==> config.mk <==
export PLATFORM = sky130hd
export DESIGN_NAME = ibex_pext_simd_exec
export DESIGN_NICKNAME = d
export VERILOG_FILES = /design/src/rtl/ibex_pext_simd_exec.sv
export SDC_FILE = /design/constraint.sdc
export NUM_CORES = 1
export LEC_CHECK = 0
export BUFFER_PORTS_ARGS = -buffer_cell sky130_fd_sc_hd__buf_2
export CORE_UTILIZATION = 55
export CTS_BUF_LIST = sky130_fd_sc_hd__clkbuf_8 sky130_fd_sc_hd__clkbuf_16
export CTS_CLUSTER_SIZE = 10
export DETAILED_ROUTE_END_ITERATION = 16
export MAX_ROUTING_LAYER = met4
export PLACE_DENSITY = 0.75
export SLEW_MARGIN = 20
export SYNTH_ARGS = -nofsm -noshare
export SYNTH_HDL_FRONTEND = slang
export SYNTH_SLANG_ARGS = --single-unit
export TNS_END_PERCENT = 20
==> constraint.sdc <==
create_clock -name clk_i -period 14.84 [get_ports clk_i]
set_clock_uncertainty 0.2 [all_clocks]
set_input_delay 1.484 -clock clk_i [delete_from_list [all_inputs] [get_ports clk_i]]
set_output_delay 1.484 -clock clk_i [all_outputs]
set_load 0.01 [all_outputs]
==> src/rtl/ibex_pext_simd_exec.sv <==
// ----------------------------------------------------------------------------
// ibex_pext_simd_exec
// Multi-cycle packed-SIMD add/sub unit. The unit accepts one operation while
// idle, then processes one lane per cycle through a single shared 33-bit adder.
// It holds the packed result until the consumer acknowledges it.
//
// Ports
//   clk_i, rst_ni             clock, asynchronous active-low reset
//   valid_i / ready_o         request handshake (ready_o high only when idle)
//   operand_a_i, operand_b_i  packed SIMD operands
//   width32_i, width8_i       lane width select (32 wins, neither = 16-bit)
//   signed_ops_i              signed lane arithmetic
//   alu_sub_i[1:0]            subtract per halfword (bit0 only for 8/32-bit)
//   mode_i[1:0]               00 wrap, 01 saturate, 10 halving, 11 wrap
//   valid_o, result_o         result handshake; result_o is 0 when not valid
//   result_ack_i              consumer takes the result
//   vxsat_clr_i, vxsat_o      sticky saturation flag and its clear
// ----------------------------------------------------------------------------
module ibex_pext_simd_exec #(
    parameter logic SatFlagEn = 1'b1
) (
    input  logic        clk_i,
    input  logic        rst_ni,
    input  logic        valid_i,
    output logic        ready_o,
    input  logic [31:0] operand_a_i,
    input  logic [31:0] operand_b_i,
    input  logic        width32_i,
    input  logic        width8_i,
    input  logic        signed_ops_i,
    input  logic [1:0]  alu_sub_i,
    input  logic [1:0]  mode_i,
    output logic        valid_o,
    output logic [31:0] result_o,
    input  logic        result_ack_i,
    input  logic        vxsat_clr_i,
    output logic        vxsat_o
);

    localparam int unsigned XLEN  = 32;
    localparam int unsigned SUM_W = XLEN + 1;

    localparam logic [1:0] IDLE = 2'd0;
    localparam logic [1:0] CALC = 2'd1;
    localparam logic [1:0] DONE = 2'd2;

    localparam logic [1:0] LW8  = 2'd0;
    localparam logic [1:0] LW16 = 2'd1;
    localparam logic [1:0] LW32 = 2'd2;

    localparam logic [1:0] MODE_SAT  = 2'b01;
    localparam logic [1:0] MODE_HALF = 2'b10;

    // ------------------------------------------------------------------
    // Control state
    // ------------------------------------------------------------------
    logic [1:0]      r_state;
    logic [1:0]      w_state_nxt;
    logic            r_ready;
    logic            r_valid;
    logic            w_ready_nxt;
    logic            w_valid_nxt;

    logic            w_accept;
    logic            w_calc;
    logic            w_done_ack;
    logic            w_last;

    // ------------------------------------------------------------------
    // Captured operation and lane datapath
    // ------------------------------------------------------------------
    logic [XLEN-1:0] r_a;
    logic [XLEN-1:0] r_b;
    logic [1:0]      r_lw;
    logic            r_signed;
    logic [1:0]      r_sub;
    logic [1:0]      r_mode;
    logic [1:0]      r_lane;
    logic [XLEN-1:0] r_acc;
    logic [XLEN-1:0] r_result;

    logic [4:0]      w_shamt;
    logic            w_lane_sub;
    logic [XLEN-1:0] w_a_sh;
    logic [XLEN-1:0] w_b_sh;
    logic [SUM_W-1:0] w_a_ext;
    logic [SUM_W-1:0] w_b_ext;
    logic [SUM_W-1:0] w_sum;

    logic            w_top;
    logic            w_msb;
    logic [XLEN-1:0] w_wrap;
    logic [XLEN-1:0] w_half;
    logic [XLEN-1:0] w_ones;
    logic [XLEN-1:0] w_maxpos;
    logic [XLEN-1:0] w_minneg;
    logic            w_ovf;
    logic [XLEN-1:0] w_satval;
    logic [XLEN-1:0] w_lane_res;
    logic            w_lane_ovf;
    logic [XLEN-1:0] w_acc_nxt;

    assign w_accept   = (r_state == IDLE) & valid_i;
    assign w_calc     = (r_state == CALC);
    assign w_done_ack = (r_state == DONE) & result_ack_i;

    // State register plus registered handshake outputs
    always_ff @(posedge clk_i or negedge rst_ni) begin
        if (!rst_ni) begin
            r_state <= IDLE;
            r_ready <= 1'b1;
            r_valid <= 1'b0;
        end else begin
            r_state <= w_state_nxt;
            r_ready <= w_ready_nxt;
            r_valid <= w_valid_nxt;
        end
    end

    // Next-state and next-output logic
    always_comb begin
        w_state_nxt = r_state;
        w_ready_nxt = r_ready;
        w_valid_nxt = r_valid;
        case (r_state)
            IDLE: begin
                if (valid_i) begin
                    w_state_nxt = CALC;
                    w_ready_nxt = 1'b0;
                end
            end
            CALC: begin
                if (w_last) begin
                    w_state_nxt = DONE;
                    w_valid_nxt = 1'b1;
                end
            end
            DONE: begin
                if (result_ack_i) begin
                    w_state_nxt = IDLE;
                    w_ready_nxt = 1'b1;
                    w_valid_nxt = 1'b0;
                end
            end
            default: begin
                w_state_nxt = IDLE;
                w_ready_nxt = 1'b1;
                w_valid_nxt = 1'b0;
            end
        endcase
    end

    // Lane position, last-lane detect and per-lane subtract select
    always_comb begin
        w_shamt    = 5'd0;
        w_last     = 1'b1;
        w_lane_sub = r_sub[0];
        case (r_lw)
            LW8: begin
                w_shamt = {r_lane, 3'b000};
                w_last  = (r_lane == 2'd3);
            end
            LW16: begin
                w_shamt    = {r_lane[0], 4'b0000};
                w_last     = r_lane[0];
                w_lane_sub = r_lane[0] ? r_sub[1] : r_sub[0];
            end
            default: begin
                w_shamt = 5'd0;
                w_last  = 1'b1;
            end
        endcase
    end

    assign w_a_sh = r_a >> w_shamt;
    assign w_b_sh = r_b >> w_shamt;

    // Extend the current lane to 33 bits so one adder serves every width
    always_comb begin
        w_a_ext = '0;
        w_b_ext = '0;
        case (r_lw)
            LW8: begin
                w_a_ext = {{25{r_signed & w_a_sh[7]}}, w_a_sh[7:0]};
                w_b_ext = {{25{r_signed & w_b_sh[7]}}, w_b_sh[7:0]};
            end
            LW16: begin
                w_a_ext = {{17{r_signed & w_a_sh[15]}}, w_a_sh[15:0]};
                w_b_ext = {{17{r_signed & w_b_sh[15]}}, w_b_sh[15:0]};
            end
            default: begin
                w_a_ext = {r_signed & w_a_sh[31], w_a_sh};
                w_b_ext = {r_signed & w_b_sh[31], w_b_sh};
            end
        endcase
    end

    // Shared adder; subtraction as a + ~b + 1
    assign w_sum = w_a_ext + (w_b_ext ^ {SUM_W{w_lane_sub}}) + SUM_W'(w_lane_sub);

    // Pick the width-dependent views of the W+1-bit lane result
    always_comb begin
        w_top  = w_sum[32];
        w_msb  = w_sum[31];
        w_wrap = w_sum[31:0];
        w_half = w_sum[32:1];
        w_ones = 32'hFFFF_FFFF;
        case (r_lw)
            LW8: begin
                w_top  = w_sum[8];
                w_msb  = w_sum[7];
                w_wrap = XLEN'(w_sum[7:0]);
                w_half = XLEN'(w_sum[8:1]);
                w_ones = 32'h0000_00FF;
            end
            LW16: begin
                w_top  = w_sum[16];
                w_msb  = w_sum[15];
                w_wrap = XLEN'(w_sum[15:0]);
                w_half = XLEN'(w_sum[16:1]);
                w_ones = 32'h0000_FFFF;
            end
            default: begin
                w_top  = w_sum[32];
                w_msb  = w_sum[31];
                w_wrap = w_sum[31:0];
                w_half = w_sum[32:1];
                w_ones = 32'hFFFF_FFFF;
            end
        endcase
    end

    assign w_maxpos = w_ones >> 1;
    assign w_minneg = w_ones & ~w_maxpos;

    // Signed: bit W is the true sign, overflow when it differs from bit W-1.
    // Unsigned: bit W is the carry (add) or the borrow (sub).
    assign w_ovf    = r_signed ? (w_top ^ w_msb) : w_top;
    assign w_satval = r_signed ? (w_top ? w_minneg : w_maxpos)
                               : (w_lane_sub ? '0 : w_ones);

    // Mode select for the current lane
    always_comb begin
        w_lane_res = w_wrap;
        w_lane_ovf = 1'b0;
        case (r_mode)
            MODE_SAT: begin
                w_lane_res = w_ovf ? w_satval : w_wrap;
                w_lane_ovf = w_ovf;
            end
            MODE_HALF: begin
                w_lane_res = w_half;
            end
            default: begin
                w_lane_res = w_wrap;
            end
        endcase
    end

    // Lanes arrive in order into a cleared accumulator, so OR-insert suffices
    assign w_acc_nxt = r_acc | (w_lane_res << w_shamt);

    // Operation capture, lane sequencing and result register
    always_ff @(posedge clk_i or negedge rst_ni) begin
        if (!rst_ni) begin
            r_a      <= '0;
            r_b      <= '0;
            r_lw     <= LW16;
            r_signed <= 1'b0;
            r_sub    <= '0;
            r_mode   <= '0;
            r_lane   <= '0;
            r_acc    <= '0;
            r_result <= '0;
        end else begin
            if (w_accept) begin
                r_a      <= operand_a_i;
                r_b      <= operand_b_i;
                r_lw     <= width32_i ? LW32 : (width8_i ? LW8 : LW16);
                r_signed <= signed_ops_i;
                r_sub    <= alu_sub_i;
                r_mode   <= mode_i;
                r_lane   <= '0;
                r_acc    <= '0;
            end else if (w_calc) begin
                r_lane <= r_lane + 2'd1;
                r_acc  <= w_acc_nxt;
                if (w_last) begin
                    r_result <= w_acc_nxt;
                end
            end
            if (w_done_ack) begin
                r_result <= '0;
            end
        end
    end

    assign ready_o  = r_ready;
    assign valid_o  = r_valid;
    assign result_o = r_result;

    // Sticky saturation flag; a set in the same cycle as a clear wins
    if (SatFlagEn) begin : g_sat
        logic r_ovf;
        logic r_vxsat;

        always_ff @(posedge clk_i or negedge rst_ni) begin
            if (!rst_ni) begin
                r_ovf   <= 1'b0;
                r_vxsat <= 1'b0;
            end else begin
                if (w_accept) begin
                    r_ovf <= 1'b0;
                end else if (w_calc) begin
                    r_ovf <= r_ovf | w_lane_ovf;
                end
                r_vxsat <= (r_vxsat & ~vxsat_clr_i) | (w_done_ack & r_ovf);
            end
        end

        assign vxsat_o = r_vxsat;
    end else begin : g_nosat
        logic w_unused_sat;
        assign w_unused_sat = ^{w_lane_ovf, vxsat_clr_i};
        assign vxsat_o      = 1'b0;
    end

endmodule

# Yosys cells after proc, flatten, opt, wreduce, memory -nomap -nowiden
# Index checks and enable logic that the tools add are counted.
dict set report word_totals {
  reg_bits 143
  inputBits 76
  out_inout_bits 35
  elab_cells 99
}
dict set report classes {
  n_addsub 3
  n_eq_ne 10
  n_shift 3
  muxes 40
  n_bitwise 20
  n_reduce_logical 9
}
# op n
set op_table {}
lappend op_table {{32-bit two-way mux} 10}
lappend op_table {{32-bit one-hot mux with 2 select lines} 4}
lappend op_table {{33-bit one-hot mux with 2 select lines} 2}
lappend op_table {{32-bit by 5-bit right shift with 32-bit output} 2}
lappend op_table {{33-bit by 1-bit adder with 33-bit output} 1}
lappend op_table {{33-bit adder} 1}
lappend op_table {{33-bit XOR} 1}
lappend op_table {{32-bit AND} 1}
lappend op_table {{31-bit inverter with 32-bit output} 1}
lappend op_table {{32-bit bitwise OR} 1}
lappend op_table {{32-bit by 5-bit << shifter with 32-bit output} 1}
lappend op_table {{2-bit two-way mux} 6}
lappend op_table {{3-bit AND reduction} 4}
lappend op_table {{1-bit two-way mux} 11}
lappend op_table {{1-bit AND} 10}
lappend op_table {{5-bit one-hot mux with 2 select lines} 1}
lappend op_table {{2-bit by 1-bit equality test with 1-bit output (second input constant)} 3}
lappend op_table {{2-bit equality test (second input constant)} 3}
lappend op_table {{1-bit one-hot mux with 2 select lines} 3}
lappend op_table {{1-bit one-hot mux with 3 select lines} 2}
lappend op_table {{2-bit one-hot mux with 3 select lines} 1}
lappend op_table {{2-bit nonzero test} 3}
lappend op_table {{2-bit zero test} 2}
lappend op_table {{2-bit by 1-bit inequality test with 1-bit output (second input constant)} 2}
lappend op_table {{other kinds (5)} 9}

# Logic depth before layout (Yosys ltp)
dict set report depth {
  word_depth 19
  mapped_depth 29
  mapped_depth_nobuf 24
}

# Worst setup path before layout
# Ideal clock, no wire load.
dict set report synth_path {
  path_type {flip-flop to flip-flop}
  from {register r_lw[0]}
  to {register r_result[21], in the netlist result_o[21]}
  setup_ns 0.064
  arrival_time_ns 6.148
  t_required_ns 14.576
  path_slack_ns 8.428
  path_stages_with_launch 26
  n_path_buf 5
  synth_period_minus_slack_ns 6.412
  path_cell_list {dfstp_2 -> buf_6 -> buf_2 -> mux2i_1 -> nor2_1 -> and3_1 -> nor3_1 -> nor3_1 -> clkbuf_1 -> a21oi_1 -> xnor2_1 -> ha_1 -> a21o_1 -> a31o_2 -> a2111oi_0 -> o221ai_1 -> nor2_1 -> xnor3_2 -> and3_1 -> or4_4 -> buf_6 -> buf_6 -> or3_1 -> o211a_1 -> o22ai_1 -> a21o_1}
}
dict set report synth_via {
  elab_chain_len 19
  word_cells_on_any_way 40
  classes_between {add/sub (2); eq/ne (1); shift (3); mux (20); bitwise (11); reduce/logical (3)}
}
# item line_no
set synth_rtl {}
lappend synth_rtl {{from (decl)} 74} ;# logic [1:0] r_lw;
lappend synth_rtl {{from (signal assigned)} 279} ;# r_lw <= width32_i ? LW32 : (width8_i ? LW8 : LW16);
lappend synth_rtl {{2-bit by 1-bit equality test with 1-bit output / 2-bit zero test (equally long branches)} {158, 182, 208}}
lappend synth_rtl {{5-bit one-hot mux with 2 select lines} 158} ;# case (r_lw)
lappend synth_rtl {{32-bit by 5-bit right shift with 32-bit output} 176} ;# assign w_b_sh = r_b >> w_shamt;
lappend synth_rtl {{1-bit AND (on tied branches)} {185, 189, 193}}
lappend synth_rtl {{33-bit one-hot mux with 2 select lines} 182} ;# case (r_lw)
lappend synth_rtl {{33-bit XOR} 199} ;# assign w_sum = w_a_ext + (w_b_ext ^ {SUM_W{w_lane_sub}}) + SUM_W'(w_lane_sub);
lappend synth_rtl {{33-bit adder} 199}
lappend synth_rtl {{33-bit by 1-bit adder with 33-bit output} 199}
lappend synth_rtl {{(+3 left out)} -}
lappend synth_rtl {{32-bit two-way mux} 248} ;# w_lane_res = w_ovf ? w_satval : w_wrap;
lappend synth_rtl {{32-bit one-hot mux with 2 select lines} 246} ;# case (r_mode)
lappend synth_rtl {{32-bit by 5-bit << shifter with 32-bit output} 261} ;# assign w_acc_nxt = r_acc | (w_lane_res << w_shamt);
lappend synth_rtl {{32-bit bitwise OR} 261}
lappend synth_rtl {{32-bit two-way mux} 288} ;# if (w_last) begin
lappend synth_rtl {{32-bit two-way mux} 285} ;# end else if (w_calc) begin
lappend synth_rtl {{32-bit two-way mux} 276} ;# if (w_accept) begin
lappend synth_rtl {{32-bit two-way mux} 292} ;# if (w_done_ack) begin
lappend synth_rtl {{to (signal assigned)} 289} ;# r_result <= w_acc_nxt;
lappend synth_rtl {{to (decl)} 80} ;# logic [XLEN-1:0] r_result;
# Several ways; a longest one is shown, not always the timed one. The select of a mux whose other input is x is not followed.
# A chain may end at the register's enable or synchronous reset.

# Worst setup path in the final report
dict set report layout_path {
  from {register r_lw[1]}
  to {register r_acc[23]}
}
dict set report layout_via {
  elab_chain_len 17
  word_cells_on_any_way 35
  classes_between {add/sub (2); eq/ne (1); shift (3); mux (17); bitwise (11); reduce/logical (1)}
}
# item line_no
set layout_rtl {}
lappend layout_rtl {{2-bit by 1-bit equality test with 1-bit output / 2-bit zero test (equally long branches)} {158, 182, 208}}
lappend layout_rtl {{5-bit one-hot mux with 2 select lines} 158}
lappend layout_rtl {{32-bit by 5-bit right shift with 32-bit output} 176}
lappend layout_rtl {{1-bit AND (on tied branches)} {185, 189, 193}}
lappend layout_rtl {{33-bit one-hot mux with 2 select lines} 182}
lappend layout_rtl {{33-bit XOR} 199}
lappend layout_rtl {{33-bit adder} 199}
lappend layout_rtl {{33-bit by 1-bit adder with 33-bit output} 199}
lappend layout_rtl {{1-bit one-hot mux with 2 select lines} 208} ;# case (r_lw)
lappend layout_rtl {{32-bit two-way mux / 1-bit XOR (equally long branches)} {239, 238}}
lappend layout_rtl {{32-bit two-way mux / 1-bit two-way mux (equally long branches)} {239, 238}}
lappend layout_rtl {{32-bit two-way mux} 248}
lappend layout_rtl {{32-bit one-hot mux with 2 select lines} 246}
lappend layout_rtl {{32-bit by 5-bit << shifter with 32-bit output *} 261}
lappend layout_rtl {{32-bit bitwise OR *} 261}
lappend layout_rtl {{32-bit two-way mux *} 285}
lappend layout_rtl {{32-bit two-way mux *} 276}
lappend layout_rtl {{to (signal assigned)} 287} ;# r_acc <= w_acc_nxt;
lappend layout_rtl {{to (decl)} 79} ;# logic [XLEN-1:0] r_acc;
# Mark *: on every way between the ends. The rest lies on a longest branch, timed or not. The select of a mux whose other input is x is not followed.

==> results.txt <==
status - complete, no violations
Die ar. - 19870 um2
Worst EP arrival - 8.46 ns
Slew @ Worst Pin - 0.9716 ns
# clock sinks - 143
Pins Over Slew Limit - 0
r2r setup slk - 6.50 ns
Post-Synthesis Cells - 1368
average wire per cell in the routed design - 21.02 um
FMAX - 119.9 MHz
CTS clk-pin slew, worst paths - 0.07 ns
most frequent cells in the layout - nand2_1 (259), dfrtp_1 (140), o21ai_0 (137), a21oi_1 (111), buf_2 (109)
crit path kind - register to register
worst r2r path cells - 24
Final Routed Wirelength - 35.81 mm
Post-synth ARST share - 100.0%
average size of a mapped cell - 7.762 um2
number of remaining DRC errors - 0
Final Cycle Share - 56.21%
worst-skew pair later-pin latency - 0.44 ns
Post-synth EDFFs - 0
worst endpoint required time - 14.96 ns
post-CTS sizing - 0
Layout Nets - 1542
Placed Area - 11310 um2
worst hold path class - register to register
CP Launch Type - register
most common cell after layout, fill and taps aside - nand2_1
worst-path maximum fanout - 58
Final HPWL DP - 26.63 mm
vias in the first global route - 9946
core area - 18830 um2
CTS hold repair buffers - 0
slew margin rel. - 35.07%
Most Crowded Layer GR - met2
Final Instance Area - 11930 um2
Root Driver - clkbuf_16
DP Worst Slack - 6.677 ns
Ports - 111
Syn Std Cell Area - 10620 um2
synth unique cells - 86
global-route wire length before repair - 55.72 mm
Hold Fails Final Rpt - 0
FF-to-FF End - r_acc[23]$_DFFE_PN0P_
ratio of cells with drive above 1 in the final layout - 14.14%
Final setup viols - 0
sequential share of the synthesized area - 33.72%
Worst Hold End - result_o[6]$_DFFE_PN0P_
remaining antenna violation count - 0
TritonRoute pass-1 iters - 7
TNS Setup - 0 ns
slack of the critical path - 6.499 ns
M1 GR Usage - 52.27%
RD Place Congestion - 0.9980
RSZ-0062 raised after global routing - false
GRT Resource Usage Total - 38.06%
TritonCTS clock tree - done
clock buffer count from CTS - 17
H-tree levels - 4
pin count of the biggest net entering global routing - 115
initial antenna violation count - 1
CP Capture Type - register
syn_nets - 1480
via/cell ratio - 6.253
Vias - 10660
hold slack - 0.2759 ns
Die Span Y - 141.0 um
Worst setup startpoint - r_lw[1]$_DFFE_PN0P_
Rows - 50
Synth Register Bits - 143
number of synthesis warnings - 0
Post-CTS Setup Bufs - 0
initial core utilization - 56.39%
Max Root-Sink Buffers - 2
minimum clock period - 8.341 ns
number of port buffers - 110
Die Span X - 141.0 um
Worst Hold Depth - 2
GRT overflow - 0
ys flop type - dfrtp_1
Area Growth Syn to Fin - 12.37%
met2 Use GR - 55.80%
Initial DRC Count - 1132
Reg-to-Reg Start - r_lw[1]$_DFFE_PN0P_
max_cap viols - 0
min-delay src - result_o[6]$_DFFE_PN0P_
met3 GRT Util - 8.594%
-- metal layers --
layer,vias up,share of wire (%)
met1,5087,45
met5,-,0
met2,510,44
met4,0,2.6
met3,58,9.1
li1,5000,-
-- worst max-delay path: stages (launching register included) --
cell and delay, ns:
dfrtp_2 0.72, buf_4 0.61, inv_1 0.50, nand2_1 0.63, and3_1 0.30, nor3_1 0.06, buf_4 0.17, nor3_1 0.17
buf_4 0.24, a21oi_1 0.08, xnor2_1 0.17, ha_1 0.42, a21o_1 0.23, a31o_2 0.21, a2111oi_0 0.46, o221ai_1 0.25
nor2_1 0.30, xnor3_2 0.37, and3_1 0.22, nor4_2 0.26, buf_4 0.24, mux2_2 0.36, a221oi_1 0.60, nor2_1 0.10
o31a_1 0.29
-- through the flow --
step,utilization (%),cells
final,63.37,1704
after global routing,63.37,1704
after CTS,63.34,1703
after detailed placement,60.08,1671
after global placement,60.08,1671
after floorplan,-,1368
-- how the worst max path moves through the flow --
stage,slack (ns),end,depth (start not counted)
2_1_floorplan,8.43,result_o[21]$_DFFE_PN0P_,25
6_report,6.50,r_acc[23]$_DFFE_PN0P_,24
4_1_cts,6.66,result_o[27]$_DFFE_PN0P_,23
3_3_place_gp,6.80,r_acc[23]$_DFFE_PN0P_,24
3_5_place_dp,6.68,result_o[27]$_DFFE_PN0P_,23
5_1_grt,6.07,r_acc[23]$_DFFE_PN0P_,24
-- cell type report --
| class | instances | area (um2) |
|---|---|---|
| timing repair buffer | 129 | 699.4 |
| clock buffer | 17 | 425.4 |
| tap | 260 | 325.3 |
| multi-input combinational | 1071 | 6454 |
| sequential | 143 | 3582 |
| antenna | 1 | 2.502 |
| clock inverter | 15 | 188.9 |
| inverter | 68 | 255.2 |
| fill | 1711 | 6898 |
-- state kept, by name, summed over array words and instances, names as in the netlist, 32 cells and up --
register  flops
r_b          32
result_o     32
r_acc        32
r_a          32
-- synthesized netlist by cell type, drive strengths merged, types with 11 or more instances --
library cell | instances | area, um2
nand2 | 259 | 972.2
o21ai | 144 | 720.7
dfrtp | 141 | 3528
a21oi | 111 | 555.5
nor2 | 90 | 340.3
clkbuf | 68 | 255.2
inv | 68 | 255.2
xnor2 | 47 | 411.6
a31oi | 35 | 234.0
ha | 35 | 437.9
nand3 | 24 | 120.1
nor2b | 20 | 125.1
nor3 | 20 | 105.1
a211oi | 18 | 135.1
a22oi | 18 | 135.1
buf | 18 | 100.1
a221oi | 16 | 193.9
mux2i | 15 | 162.7
nand2b | 15 | 93.84
o211ai | 14 | 105.1
and3 | 11 | 73.82
o21a | 11 | 82.58
-- cell families after synthesis --
| family | count (synthesis) | synth area share, % |
|---|---|---|
| AND/OR/NAND/NOR | 496 | 21.21 |
| AO/OA/AOI/OAI | 461 | 27.96 |
| buffers and inverters | 154 | 5.750 |
| flip-flops | 143 | 33.72 |
| XOR/XNOR | 57 | 4.843 |
| adder cells (fa/ha/maj) | 36 | 4.312 |
| multiplexers | 21 | 2.203 |
Power is not shown: default switching activity piles up to over one toggle a cycle in this logic, so the estimate is an artifact.
